## config.mk

```make
export PLATFORM = sky130hd
export DESIGN_NAME = memblock_tbus_arb_flat
export DESIGN_NICKNAME = d
export VERILOG_FILES = /design/src/rtl/memblock_tbus_arb_pkg.sv /design/src/rtl/memblock_tbus_arb_if.sv /design/src/rtl/memblock_tbus_arb_rr_picker.sv /design/src/rtl/memblock_tbus_arb.sv /design/src/flat_wrapper.sv
export SDC_FILE = /design/constraint.sdc
export NUM_CORES = 1
export LEC_CHECK = 0
export CORE_AREA = 2 2 306 308
export DETAILED_ROUTE_END_ITERATION = 10
export DIE_AREA = 0 0 308 310
export GPL_ROUTABILITY_DRIVEN = 0
export PLACE_DENSITY = 0.44
export SYNTH_ARGS = -nofsm -noshare
export SYNTH_HDL_FRONTEND = slang
export SYNTH_SLANG_ARGS = --single-unit
```

## constraint.sdc

```tcl
create_clock -name clock -period 5.2 [get_ports clock]
set_clock_uncertainty 0.2 [all_clocks]
set_input_delay 1.56 -clock clock [delete_from_list [all_inputs] [get_ports clock]]
set_output_delay 1.56 -clock clock [all_outputs]
set_load 0.01 [all_outputs]
```

## src/rtl/memblock_tbus_arb_pkg.sv

```systemverilog
// -----------------------------------------------------------------------------
// memblock_tbus_arb_pkg
//   Shared memblock definitions for the tbus arbiter: bus width, operation
//   type constants, FSM state encoding and requester (owner) encoding.
//   No ports; imported by the interface, the arbiter top and the picker.
// -----------------------------------------------------------------------------
package memblock_tbus_arb_pkg;

  localparam int TBUS_W = 64;

  // Operation type carried on *_operation_type
  localparam logic [1:0] TBUS_READ  = 2'd0;
  localparam logic [1:0] TBUS_WRITE = 2'd1;

  // Arbiter FSM:
  //   IDLE        - free, grants combinationally to any valid requester
  //   LOCKED      - request presented downstream, not yet accepted
  //   OUTSTANDING - accepted downstream, waiting for operation_done
  typedef enum logic [1:0] {
    IDLE        = 2'd0,
    LOCKED      = 2'd1,
    OUTSTANDING = 2'd2
  } arb_state_t;

  // Requester identity; bit position in the picker's one-hot vectors
  // matches this encoding (bit 0 = load unit, bit 1 = store queue).
  typedef enum logic {
    OWNER_LDU = 1'b0,
    OWNER_STU = 1'b1
  } owner_t;

  // Convert a one-hot grant vector into the owner encoding.
  function automatic owner_t grant_to_owner(input logic [1:0] grant);
    return grant[1] ? OWNER_STU : OWNER_LDU;
  endfunction

endpackage

```

## src/rtl/memblock_tbus_arb_if.sv

```systemverilog
// -----------------------------------------------------------------------------
// memblock_tbus_arb_if
//   One tbus link: request handshake, request payload and response.
//   master : drives index_valid + payload, receives ready/read_data/done
//   slave  : receives index_valid + payload, drives ready/read_data/done
//   Signals:
//     index_valid / index_ready   request handshake
//     index, write_data, write_mask (64b), operation_type (2b) payload
//     read_data (64b), operation_done   response
// -----------------------------------------------------------------------------
interface memblock_tbus_arb_if;
  import memblock_tbus_arb_pkg::*;

  logic              index_valid;
  logic              index_ready;
  logic [TBUS_W-1:0] index;
  logic [TBUS_W-1:0] write_data;
  logic [TBUS_W-1:0] write_mask;
  logic [1:0]        operation_type;
  logic [TBUS_W-1:0] read_data;
  logic              operation_done;

  modport master (
    output index_valid,
    output index,
    output write_data,
    output write_mask,
    output operation_type,
    input  index_ready,
    input  read_data,
    input  operation_done
  );

  modport slave (
    input  index_valid,
    input  index,
    input  write_data,
    input  write_mask,
    input  operation_type,
    output index_ready,
    output read_data,
    output operation_done
  );

endinterface

```

## src/rtl/memblock_tbus_arb_rr_picker.sv

```systemverilog
// -----------------------------------------------------------------------------
// tbus_rr_picker
//   Two-requester grant selection, purely combinational.
//   Ports:
//     req        in  [1:0] request vector (bit 0 = load, bit 1 = store)
//     last_grant in        requester that won the previous downstream fire
//     grant      out [1:0] one-hot grant (all zero when nothing requests)
//   RR_EN = 1 : on a tie the requester not granted last wins
//   RR_EN = 0 : on a tie the load unit always wins
// -----------------------------------------------------------------------------
module tbus_rr_picker
  import memblock_tbus_arb_pkg::*;
#(
  parameter int RR_EN = 1
) (
  input  logic [1:0] req,
  input  owner_t     last_grant,
  output logic [1:0] grant
);

  always_comb begin
    // A single requester is granted directly; only a tie needs the policy.
    grant = req;
    if (req == 2'b11) begin
      if ((RR_EN != 0) && (last_grant == OWNER_LDU)) begin
        grant = 2'b10;
      end else begin
        grant = 2'b01;
      end
    end
  end

endmodule

```

## src/rtl/memblock_tbus_arb.sv

```systemverilog
// -----------------------------------------------------------------------------
// memblock_tbus_arb
//   Arbitrates the load unit and the store-queue drain onto the single dcache
//   tbus port. At most one transaction is in flight. Grant and done routing
//   are combinational (zero added latency); ownership is held from grant until
//   the downstream done so payload cannot switch under backpressure.
//   Ports:
//     clock                  single clock, rising edge
//     reset_n                asynchronous active-low reset; while low every
//                            output is forced to zero
//     memblock2dcache_flush  redirect: kills a load owned request/transaction
//     ldu_tbus   (slave)     load-unit requester
//     stu_tbus   (slave)     store-queue drain requester
//     arb2dcache_tbus (master) downstream dcache port
//   Parameter RR_EN: 1 = round-robin on ties, 0 = load unit always wins ties.
// -----------------------------------------------------------------------------
module memblock_tbus_arb
  import memblock_tbus_arb_pkg::*;
#(
  parameter int RR_EN = 1
) (
  input  logic                       clock,
  input  logic                       reset_n,
  input  logic                       memblock2dcache_flush,
  memblock_tbus_arb_if.slave         ldu_tbus,
  memblock_tbus_arb_if.slave         stu_tbus,
  memblock_tbus_arb_if.master        arb2dcache_tbus
);

  // ---------------------------------------------------------------------------
  // State
  // ---------------------------------------------------------------------------
  arb_state_t state_reg;
  owner_t     owner_reg;       // requester holding the bus (LOCKED/OUTSTANDING)
  owner_t     last_grant_reg;  // requester of the most recent downstream fire
  logic       drop_reg;        // load killed while outstanding: swallow its done

  // ---------------------------------------------------------------------------
  // Combinational datapath
  // ---------------------------------------------------------------------------
  logic [1:0] pick_grant;
  owner_t     sel_owner;       // requester whose payload is presented now
  logic       down_valid;      // request presented downstream (before reset gate)
  logic       present;         // downstream valid as seen on the port
  logic       fire;
  logic       load_kill;
  logic       done_in;

  tbus_rr_picker #(
    .RR_EN (RR_EN)
  ) u_picker (
    .req        ({stu_tbus.index_valid, ldu_tbus.index_valid}),
    .last_grant (last_grant_reg),
    .grant      (pick_grant)
  );

  // The flush only ever targets the load unit; a store owner is immune.
  assign load_kill = memblock2dcache_flush && (owner_reg == OWNER_LDU);

  always_comb begin
    sel_owner  = owner_reg;
    down_valid = 1'b0;
    case (state_reg)
      IDLE: begin
        sel_owner  = grant_to_owner(pick_grant);
        down_valid = |pick_grant;
      end
      LOCKED: begin
        // Held request stays presented until accepted; a killed load is
        // withdrawn in the very cycle of the flush.
        down_valid = !load_kill;
      end
      default: begin
        down_valid = 1'b0;
      end
    endcase
  end

  assign present = reset_n && down_valid;
  assign fire    = present && arb2dcache_tbus.index_ready;

  // Done is only meaningful while a transaction is outstanding; anything
  // else (including a done left over from before a reset) is ignored.
  assign done_in = reset_n && (state_reg == OUTSTANDING) &&
                   arb2dcache_tbus.operation_done;

  // Downstream request: payload follows the presenting requester, and is
  // zero whenever nothing is presented.
  always_comb begin
    arb2dcache_tbus.index_valid    = present;
    arb2dcache_tbus.index          = '0;
    arb2dcache_tbus.write_data     = '0;
    arb2dcache_tbus.write_mask     = '0;
    arb2dcache_tbus.operation_type = '0;
    if (present) begin
      if (sel_owner == OWNER_LDU) begin
        arb2dcache_tbus.index          = ldu_tbus.index;
        arb2dcache_tbus.write_data     = ldu_tbus.write_data;
        arb2dcache_tbus.write_mask     = ldu_tbus.write_mask;
        arb2dcache_tbus.operation_type = ldu_tbus.operation_type;
      end else begin
        arb2dcache_tbus.index          = stu_tbus.index;
        arb2dcache_tbus.write_data     = stu_tbus.write_data;
        arb2dcache_tbus.write_mask     = stu_tbus.write_mask;
        arb2dcache_tbus.operation_type = stu_tbus.operation_type;
      end
    end
  end

  // Accept pulse goes only to the requester whose payload was taken.
  assign ldu_tbus.index_ready = fire && (sel_owner == OWNER_LDU);
  assign stu_tbus.index_ready = fire && (sel_owner == OWNER_STU);

  // Done routing. A flush coinciding with the load's done also kills it:
  // the redirect has already made that load's result useless.
  assign ldu_tbus.operation_done = done_in && (owner_reg == OWNER_LDU) &&
                                   !drop_reg && !memblock2dcache_flush;
  assign stu_tbus.operation_done = done_in && (owner_reg == OWNER_STU);

  // Read data is broadcast; the done pulse says who should take it.
  assign ldu_tbus.read_data = reset_n ? arb2dcache_tbus.read_data : '0;
  assign stu_tbus.read_data = reset_n ? arb2dcache_tbus.read_data : '0;

  // ---------------------------------------------------------------------------
  // FSM
  // ---------------------------------------------------------------------------
  always_ff @(posedge clock or negedge reset_n) begin
    if (!reset_n) begin
      state_reg      <= IDLE;
      owner_reg      <= OWNER_STU;
      last_grant_reg <= OWNER_STU;  // load wins the first tie after reset
      drop_reg       <= 1'b0;
    end else begin
      case (state_reg)
        IDLE: begin
          if (down_valid) begin
            owner_reg <= sel_owner;
            if (fire) begin
              state_reg      <= OUTSTANDING;
              last_grant_reg <= sel_owner;
            end else begin
              state_reg <= LOCKED;
            end
          end
        end

        LOCKED: begin
          if (load_kill) begin
            state_reg <= IDLE;
          end else if (fire) begin
            state_reg      <= OUTSTANDING;
            last_grant_reg <= owner_reg;
          end
        end

        OUTSTANDING: begin
          // A new request arriving alongside done is granted from IDLE on
          // the following cycle, never in the completing cycle.
          if (arb2dcache_tbus.operation_done) begin
            state_reg <= IDLE;
            drop_reg  <= 1'b0;
          end else if (load_kill) begin
            drop_reg <= 1'b1;
          end
        end

        default: begin
          state_reg <= IDLE;
        end
      endcase
    end
  end

endmodule

```

## src/flat_wrapper.sv

```systemverilog
// flat-port wrapper written by rule: the top's interface ports become plain ports
module memblock_tbus_arb_flat import memblock_tbus_arb_pkg::*;
#(
  parameter int RR_EN = 1
)
  (clock, reset_n, memblock2dcache_flush, ldu_tbus_index_valid, ldu_tbus_index, ldu_tbus_write_data, ldu_tbus_write_mask, ldu_tbus_operation_type, ldu_tbus_index_ready, ldu_tbus_read_data, ldu_tbus_operation_done, stu_tbus_index_valid, stu_tbus_index, stu_tbus_write_data, stu_tbus_write_mask, stu_tbus_operation_type, stu_tbus_index_ready, stu_tbus_read_data, stu_tbus_operation_done, arb2dcache_tbus_index_valid, arb2dcache_tbus_index, arb2dcache_tbus_write_data, arb2dcache_tbus_write_mask, arb2dcache_tbus_operation_type, arb2dcache_tbus_index_ready, arb2dcache_tbus_read_data, arb2dcache_tbus_operation_done);
  memblock_tbus_arb_if ldu_tbus_i ();
  memblock_tbus_arb_if stu_tbus_i ();
  memblock_tbus_arb_if arb2dcache_tbus_i ();
  input  logic clock;
  input  logic reset_n;
  input  logic memblock2dcache_flush;
  input wire logic [$bits(ldu_tbus_i.index_valid)-1:0] ldu_tbus_index_valid;
  input wire logic [$bits(ldu_tbus_i.index)-1:0] ldu_tbus_index;
  input wire logic [$bits(ldu_tbus_i.write_data)-1:0] ldu_tbus_write_data;
  input wire logic [$bits(ldu_tbus_i.write_mask)-1:0] ldu_tbus_write_mask;
  input wire logic [$bits(ldu_tbus_i.operation_type)-1:0] ldu_tbus_operation_type;
  output wire logic [$bits(ldu_tbus_i.index_ready)-1:0] ldu_tbus_index_ready;
  output wire logic [$bits(ldu_tbus_i.read_data)-1:0] ldu_tbus_read_data;
  output wire logic [$bits(ldu_tbus_i.operation_done)-1:0] ldu_tbus_operation_done;
  input wire logic [$bits(stu_tbus_i.index_valid)-1:0] stu_tbus_index_valid;
  input wire logic [$bits(stu_tbus_i.index)-1:0] stu_tbus_index;
  input wire logic [$bits(stu_tbus_i.write_data)-1:0] stu_tbus_write_data;
  input wire logic [$bits(stu_tbus_i.write_mask)-1:0] stu_tbus_write_mask;
  input wire logic [$bits(stu_tbus_i.operation_type)-1:0] stu_tbus_operation_type;
  output wire logic [$bits(stu_tbus_i.index_ready)-1:0] stu_tbus_index_ready;
  output wire logic [$bits(stu_tbus_i.read_data)-1:0] stu_tbus_read_data;
  output wire logic [$bits(stu_tbus_i.operation_done)-1:0] stu_tbus_operation_done;
  output wire logic [$bits(arb2dcache_tbus_i.index_valid)-1:0] arb2dcache_tbus_index_valid;
  output wire logic [$bits(arb2dcache_tbus_i.index)-1:0] arb2dcache_tbus_index;
  output wire logic [$bits(arb2dcache_tbus_i.write_data)-1:0] arb2dcache_tbus_write_data;
  output wire logic [$bits(arb2dcache_tbus_i.write_mask)-1:0] arb2dcache_tbus_write_mask;
  output wire logic [$bits(arb2dcache_tbus_i.operation_type)-1:0] arb2dcache_tbus_operation_type;
  input wire logic [$bits(arb2dcache_tbus_i.index_ready)-1:0] arb2dcache_tbus_index_ready;
  input wire logic [$bits(arb2dcache_tbus_i.read_data)-1:0] arb2dcache_tbus_read_data;
  input wire logic [$bits(arb2dcache_tbus_i.operation_done)-1:0] arb2dcache_tbus_operation_done;
  assign ldu_tbus_i.index_valid = ldu_tbus_index_valid;
  assign ldu_tbus_i.index = ldu_tbus_index;
  assign ldu_tbus_i.write_data = ldu_tbus_write_data;
  assign ldu_tbus_i.write_mask = ldu_tbus_write_mask;
  assign ldu_tbus_i.operation_type = ldu_tbus_operation_type;
  assign ldu_tbus_index_ready = ldu_tbus_i.index_ready;
  assign ldu_tbus_read_data = ldu_tbus_i.read_data;
  assign ldu_tbus_operation_done = ldu_tbus_i.operation_done;
  assign stu_tbus_i.index_valid = stu_tbus_index_valid;
  assign stu_tbus_i.index = stu_tbus_index;
  assign stu_tbus_i.write_data = stu_tbus_write_data;
  assign stu_tbus_i.write_mask = stu_tbus_write_mask;
  assign stu_tbus_i.operation_type = stu_tbus_operation_type;
  assign stu_tbus_index_ready = stu_tbus_i.index_ready;
  assign stu_tbus_read_data = stu_tbus_i.read_data;
  assign stu_tbus_operation_done = stu_tbus_i.operation_done;
  assign arb2dcache_tbus_index_valid = arb2dcache_tbus_i.index_valid;
  assign arb2dcache_tbus_index = arb2dcache_tbus_i.index;
  assign arb2dcache_tbus_write_data = arb2dcache_tbus_i.write_data;
  assign arb2dcache_tbus_write_mask = arb2dcache_tbus_i.write_mask;
  assign arb2dcache_tbus_operation_type = arb2dcache_tbus_i.operation_type;
  assign arb2dcache_tbus_i.index_ready = arb2dcache_tbus_index_ready;
  assign arb2dcache_tbus_i.read_data = arb2dcache_tbus_read_data;
  assign arb2dcache_tbus_i.operation_done = arb2dcache_tbus_operation_done;
  memblock_tbus_arb #(.RR_EN(RR_EN)) u_core (.clock(clock), .reset_n(reset_n), .memblock2dcache_flush(memblock2dcache_flush), .ldu_tbus(ldu_tbus_i), .stu_tbus(stu_tbus_i), .arb2dcache_tbus(arb2dcache_tbus_i));
endmodule
```

==> run_results.csv, run 1 <==
group,metric,value,unit
worst_setup_path,cp_common_cell,"buf_12",
outcome,status,"finished clean",
floorplan,row_count,112,
synth,synth_top_area_share,27.40,%
timing,setup_tns,0,ps
floorplan,start_util,8.663,%
clocking,cts_buffers,3,
global_route,grt_pass1_wl,83850,um
detailed_routing,ant_nets,0,
worst_setup_path,worstReg2RegStart,"u_core.state_reg[0]",
synth,synthDistinctLibCells,26,
global_route,antenna_found_initial,5,
synth,yosys-top-cells-area,"mux2_2 27%, nand3_1 24%, a31oi_1 15%, nand2_1 9.1%, buf_4 7.1%",
global_route,grt_max_degree,91,
timing,fmax,195.9,MHz
timing,fin_crit_sh,98.17,%
power,p_per_area,263.4,mW/mm2
finish,fin_area,0.01775,mm2
synth,yosys.area.top_type,"mux2_2",
synth,syn-num-nets,1748,
detailed_routing,vias_per_cell,3.943,
timing,worstMarginPinSlew,754.4,ps
clocking,clk_latency,230,ps
detailed_routing,wl_per_cell,18.50,um
synth,yosys_warnings,0,
power,power,4.677,mW
detailed_routing,vias,12640,
synth,syn_inst,1289,
finish,area_delta_synth_final,121.6,%
worst_setup_path,startpoint,"memblock2dcache_flush",
power,worst_ir_drop_vdd,0.2841,mV
placement,hpwl,46330,um
worst_hold_path,hp-class,"reg -> reg",
synth,syn_area,0.008013,mm2
timing,rsz0062_at_grt,"false",
global_route,overflow,0,
clocking,max-clock-path-buffers,2,
placement,dp.cells,3186,
worst_setup_path,slowest_delay,460,ps
floorplan,core_area,0.09249,mm2
timing,slew_headroom,49.71,%
global_route,grt_use_total,11.42,%
clocking,clk_pin_slew,30,ps
synth,syn_avg_cell_area,6.216,um2
finish,fin_cells,3206,
clocking,cts_hold_buf,0,
floorplan,ios,786,
detailed_routing,drc_errors,0,
finish,layout_common_cells,"587 x clkdlybuf4s50_1, 390 x nand3_1, 195 x mux2_2, 195 x nand2_1, 190 x a31oi_1",
worst_setup_path,critPathArrivalTime,3340,ps
timing,hold_viol_final,0,
clocking,cts-root-buf,"clkbuf_16",
detailed_routing,drt_iter0_markers,638,
finish,largest_register_ff_count,2,
job,timing.max_cap.violations,0,
clocking,clock_sinks,5,
worst_setup_path,cp-start-kind,"input port",
timing,setup_viol,0,
finish,num-nets-final,2465,
worst_hold_path,min-delay-start,"u_core.drop_reg",
synth,ys_seq_area_share,1.593,%
placement,dpl-instance-area,0.01752,mm2
worst_setup_path,setup.worst_path.class,"in -> out",
worst_setup_path,worstPathMaxFanout,30,
floorplan,fp.dieW,308,um
synth,ys_ff_latch,5,
detailed_routing,routed_wl,59310,um
worst_setup_path,worstPathCellList,"clkdlybuf4s50_1 > nand3b_1 > nand4b_4 > buf_12 > buf_12 > a31oi_2 > dlygate4sd2_1",
global_route,grt_pass1_vias,12470,
finish,drive_gt1_share,18.50,%
timing,period_needed,5105,ps
detailed_routing,drt_first_pass_iters,5,
finish,layout_commonest_cell,"clkdlybuf4s50_1",
worst_setup_path,slowest_stage,"clkdlybuf4s50_1",
worst_setup_path,endpoint_kind,"output port",
clocking,cts_tree,"yes",
placement,port-buffer-count,785,
floorplan,die_h,310,um
power,p_leak,7.036,nW
worst_setup_path,worstPathRequired,3440,ps
timing,timing.final.max_slew_violations,0,
floorplan,die_area,0.09548,mm2
clocking,htree_num_levels,1,
through the flow:
step	worst slack, ps	hold WS, ps	utilization, %
after floorplan	881.3	269.5	-
after global routing	2.107	358.3	19.19
after detailed placement	-375.4	321.8	18.94
after CTS	12.64	327.9	19.14
final	95.32	325.6	19.20
after global placement	-403.1	316.8	18.94
final cells by class:
class,instances,area (um2)
Clock buffer,4,78.83
Multi-Input combinational cell,1059,6720
Fill cell,10510,74730
Sequential cell,5,131.4
Inverter,3,11.26
Tap cell,1197,1498
Timing Repair Buffer,934,9305
Antenna cell,4,10.01
critical path, delay by kind of cell:
| family | cells | cell delay (ps) |
|---|---|---|
| and+or+nand+nor | 2 | 350 |
| buffers and inverters | 4 | 1160 |
| AOI/OAI and AO/OA | 1 | 200 |
cell families (layout without fill, tap and decap cells):
kind of cell	after synthesis	count (layout)	synth area share [%]
and+or+nand+nor	660	660	39.48
DFF	5	5	1.593
buffers and inverters	225	941	15.54
AOI/OAI and AO/OA	204	204	15.99
other	0	4	0
muxes	195	195	27.40
where the power goes:
part	switching, mW	total, mW	internal, mW
Clock	0.0258	0.127	0.102
Combinational	2.27	4.46	2.19
Sequential	0.0260	0.0894	0.0634
Total	2.32	4.68	2.36
repair_timing:
action / in CTS / in global routing
endpoints found under the setup margin: 197 / 20
gates resized for setup: 214 / 23
endpoints found under the hold margin: 0 / 0
pin swaps: 4 / 0
buffers inserted: 7 / 0
cloned: 5 / 0
final timing paths:
path | end | slack (ps) | cells after the start
worst max-delay path | arb2dcache_tbus_write_data[43] | 100 | 7
worst min-delay path | u_core.drop_reg | 330 | 2
max in group asynchronous | u_core.last_grant_reg | 3220 | 3
worst min register to register | u_core.drop_reg | 330 | 2
worst max register to register | u_core.last_grant_reg | 3260 | 5
min in group asynchronous | u_core.state_reg[0] | 1340 | 3
layer usage:
metal | global-route usage, % | wire (um) | part of all wire [%] | vias to the layer above
met5 | 0 | 30 | 0.051 | -
met4 | 1.713 | 775 | 1.3 | 4
met3 | 3.835 | 5504 | 9.3 | 30
met2 | 19.56 | 28230 | 48 | 501
met1 | 14.05 | 24770 | 42 | 5977
li1 | - | - | - | 6130
synthesized netlist by cell type, drive strengths merged:
cell type	instances
nand3	390
a31oi	195
mux2	195
nand2	195
buf	162
and2	64
clkbuf	60
dfrtp	3
inv	3
nor2	3
o21ai	3
a21oi	2
dfstp	2
nor2b	2
a211oi	1
a21bo	1
a21boi	1
a21o	1
and3b	1
nand3b	1
nand4b	1
nor4	1
or2	1
or3	1
(Power assumes the default switching activity.)
==> run 2, diff against run 1 <==
--- a/config.mk
+++ b/config.mk
@@ -5,9 +5,9 @@
 export SDC_FILE = /design/constraint.sdc
 export NUM_CORES = 1
 export LEC_CHECK = 0
-export CORE_AREA = 2 2 306 308
+export CORE_AREA = 2 2 309 311
 export DETAILED_ROUTE_END_ITERATION = 10
-export DIE_AREA = 0 0 308 310
+export DIE_AREA = 0 0 311 313
 export GPL_ROUTABILITY_DRIVEN = 0
 export PLACE_DENSITY = 0.44
 export SYNTH_ARGS = -nofsm -noshare
==> constraint.sdc (replaced) <==
create_clock -name clock -period 4.3 [get_ports clock]
set_clock_uncertainty 0.2 [all_clocks]
set_input_delay 0.43 -clock clock [delete_from_list [all_inputs] [get_ports clock]]
set_output_delay 0.43 -clock clock [all_outputs]
set_load 0.01 [all_outputs]
==> run 2 against run 1 <==
  * Routed wire length fell by 3.6%
  * Clock power is 24% higher
  * Critical endpoint is now arb2dcache_tbus_write_data[47]
  * Worst setup slack gained 630 ps
  * Critical path type is now reg -> out
  * Critical path depth shrank 1
  * Power rose by 17%
  * Via count shrank 2.2%
  * Sequential cell count did not move
  * Global-route usage down 0.65 points
  * Cell count shrank 1.1%
  * Sequential power rose by 48%
  * Die area up 2.0%
==> run_results.csv, run 2 (same netlist as run 1, synthesis figures left out) <==
group,metric,value,unit
outcome,status,"finished clean",
worst_setup_path,setup.worst_path.class,"reg -> out",
worst_setup_path,worstPathCellList,"nand3b_1 > nand4b_4 > buf_12 > buf_12 > a31oi_1 > clkdlybuf4s50_1",
global_route,grt_use_total,10.76,%
detailed_routing,ant_nets,0,
clocking,cts_hold_buf,0,
clocking,post_cts_resized,0,
finish,post-route-util,17.96,%
floorplan,row_count,113,
floorplan,core_area,0.09416,mm2
timing,rsz0062_at_grt,"false",
worst_setup_path,worstPathRequired,3670,ps
placement,dp.cells,3163,
power,p_per_area,323.2,mW/mm2
worst_setup_path,path_buf_inv,3,
timing,fmax,279.5,MHz
floorplan,ios,786,
finish,largest_register_ff_count,2,
detailed_routing,drt_iter0_markers,820,
worst_setup_path,worstReg2RegStart,"u_core.state_reg[1]",
finish,area_delta_synth_final,111.0,%
finish,num-nets-final,2362,
global_route,grt_pass1_wl,81540,um
worst_setup_path,critPathArrivalTime,2950,ps
worst_setup_path,worstPathMaxFanout,51,
clocking,clock_sinks,5,
clocking,htree_num_levels,1,
finish,drive_gt1_share,13.30,%
worst_setup_path,endpoint_kind,"output port",
worst_hold_path,hp-class,"in -> async",
floorplan,die_h,313,um
timing,period_needed,3578,ps
floorplan,die_area,0.09734,mm2
global_route,overflow,0,
clocking,cts_tree,"yes",
timing,worstMarginPinSlew,873.0,ps
worst_setup_path,startpoint,"u_core.owner_reg",
worst_setup_path,slowest_delay,750,ps
finish,layout_commonest_cell,"clkdlybuf4s50_1",
worst_setup_path,cp_common_cell,"buf_12",
detailed_routing,vias_per_cell,3.901,
finish,layout_common_cells,"784 x clkdlybuf4s50_1, 390 x nand3_1, 195 x mux2_2, 195 x nand2_1, 195 x a31oi_1",
timing,setup_ws,722.3,ps
clocking,cts-root-buf,"clkbuf_16",
global_route,grt_pass1_vias,11980,
clocking,clk_pin_slew,40,ps
clocking,max-clock-path-buffers,2,
detailed_routing,routed_wl,57190,um
timing,slew_headroom,41.80,%
worst_setup_path,r2r_slack,2380,ps
timing,hold_viol_final,0,
detailed_routing,drc_errors,0,
timing,setup_viol,0,
placement,hpwl,44930,um
detailed_routing,drt_first_pass_iters,6,
clocking,cts_buffers,3,
worst_setup_path,slowest_stage,"dfstp_4",
placement,port-buffer-count,785,
job,timing.max_cap.violations,0,
detailed_routing,vias,12370,
clocking,postCtsSetupRepairBufs,0,
detailed_routing,wl_per_cell,18.04,um
timing,fin_crit_sh,83.20,%
worst_setup_path,path_delay_family,"buffers and inverters",
global_route,antenna_found_initial,9,
clocking,clk_latency,230,ps
timing,setup_tns,0,ps
finish,fin_cells,3170,
floorplan,fp.dieW,311,um
power,p_leak,5.476,nW
timing,timing.final.max_slew_violations,0,
worst_setup_path,cp-start-kind,"register",
floorplan,start_util,8.509,%
global_route,grt_max_degree,153,
power,worst_ir_drop_vdd,0.3556,mV
placement,pre_cts_ws,753.0,ps
## run 2: changes by cell type in the layout (fill, tap and decap cells not counted), moves of 5 or more
cell,before,now
a31oi_1,190,195
buf_4,115,28
dlymetal6s2s_1,16,0
clkdlybuf4s50_1,587,784
buf_12,28,18
dlygate4sd2_1,168,0
## run 2: metal layers
layer  global-route usage [%]  wire [um]  vias to the layer above
met1                    13.07      23570                     5846
li1                         -          -                     5895
met4                    3.063       1571                       10
met2                    17.61      26450                      548
met3                    4.148       5536                       68
met5                        0         61                        -
## run 2: report_power, final
group,internal (mW),switching [mW],total (mW)
registers,0.0775,0.0542,0.132
logic,2.55,2.62,5.18
clock network,0.123,0.0344,0.158
total,2.76,2.71,5.46
## run 2: final timing paths
kind / endpoint / cells past startpoint
min in group clock: u_core.drop_reg / 2
worst max register to register: u_core.last_grant_reg / 4
worst max-delay path: arb2dcache_tbus_write_data[47] / 6
max in group asynchronous: u_core.drop_reg / 2
worst min-delay path: u_core.state_reg[0] / 2
worst min register to register: u_core.drop_reg / 2
## run 2: worst register-to-register path: stages (launching register included)
cell     delay (ps)
dfrtp_1         500
or2_4           420
buf_12          250
o21ai_0         180
mux2_2          300
## run 2: layout make-up
| class | count | area, um2 |
|---|---|---|
| tap | 1265 | 1583 |
| timing repair buffer | 831 | 8423 |
| sequential | 5 | 131.4 |
| fill | 10710 | 77260 |
| inverter | 3 | 11.26 |
| multi-input combinational | 1059 | 6673 |
| clock buffer | 4 | 78.83 |
| antenna | 3 | 7.507 |
## run 2: through the flow
stage                     area (um2)  hold slack (ps)  power, mW
after CTS                      16900            190.8      5.491
after detailed placement       16820            323.3      5.302
after global placement         16820            327.0      5.319
after floorplan                 8013           -65.59      3.114
after global routing           16910            231.1      5.850
final                          16910            181.1      5.465
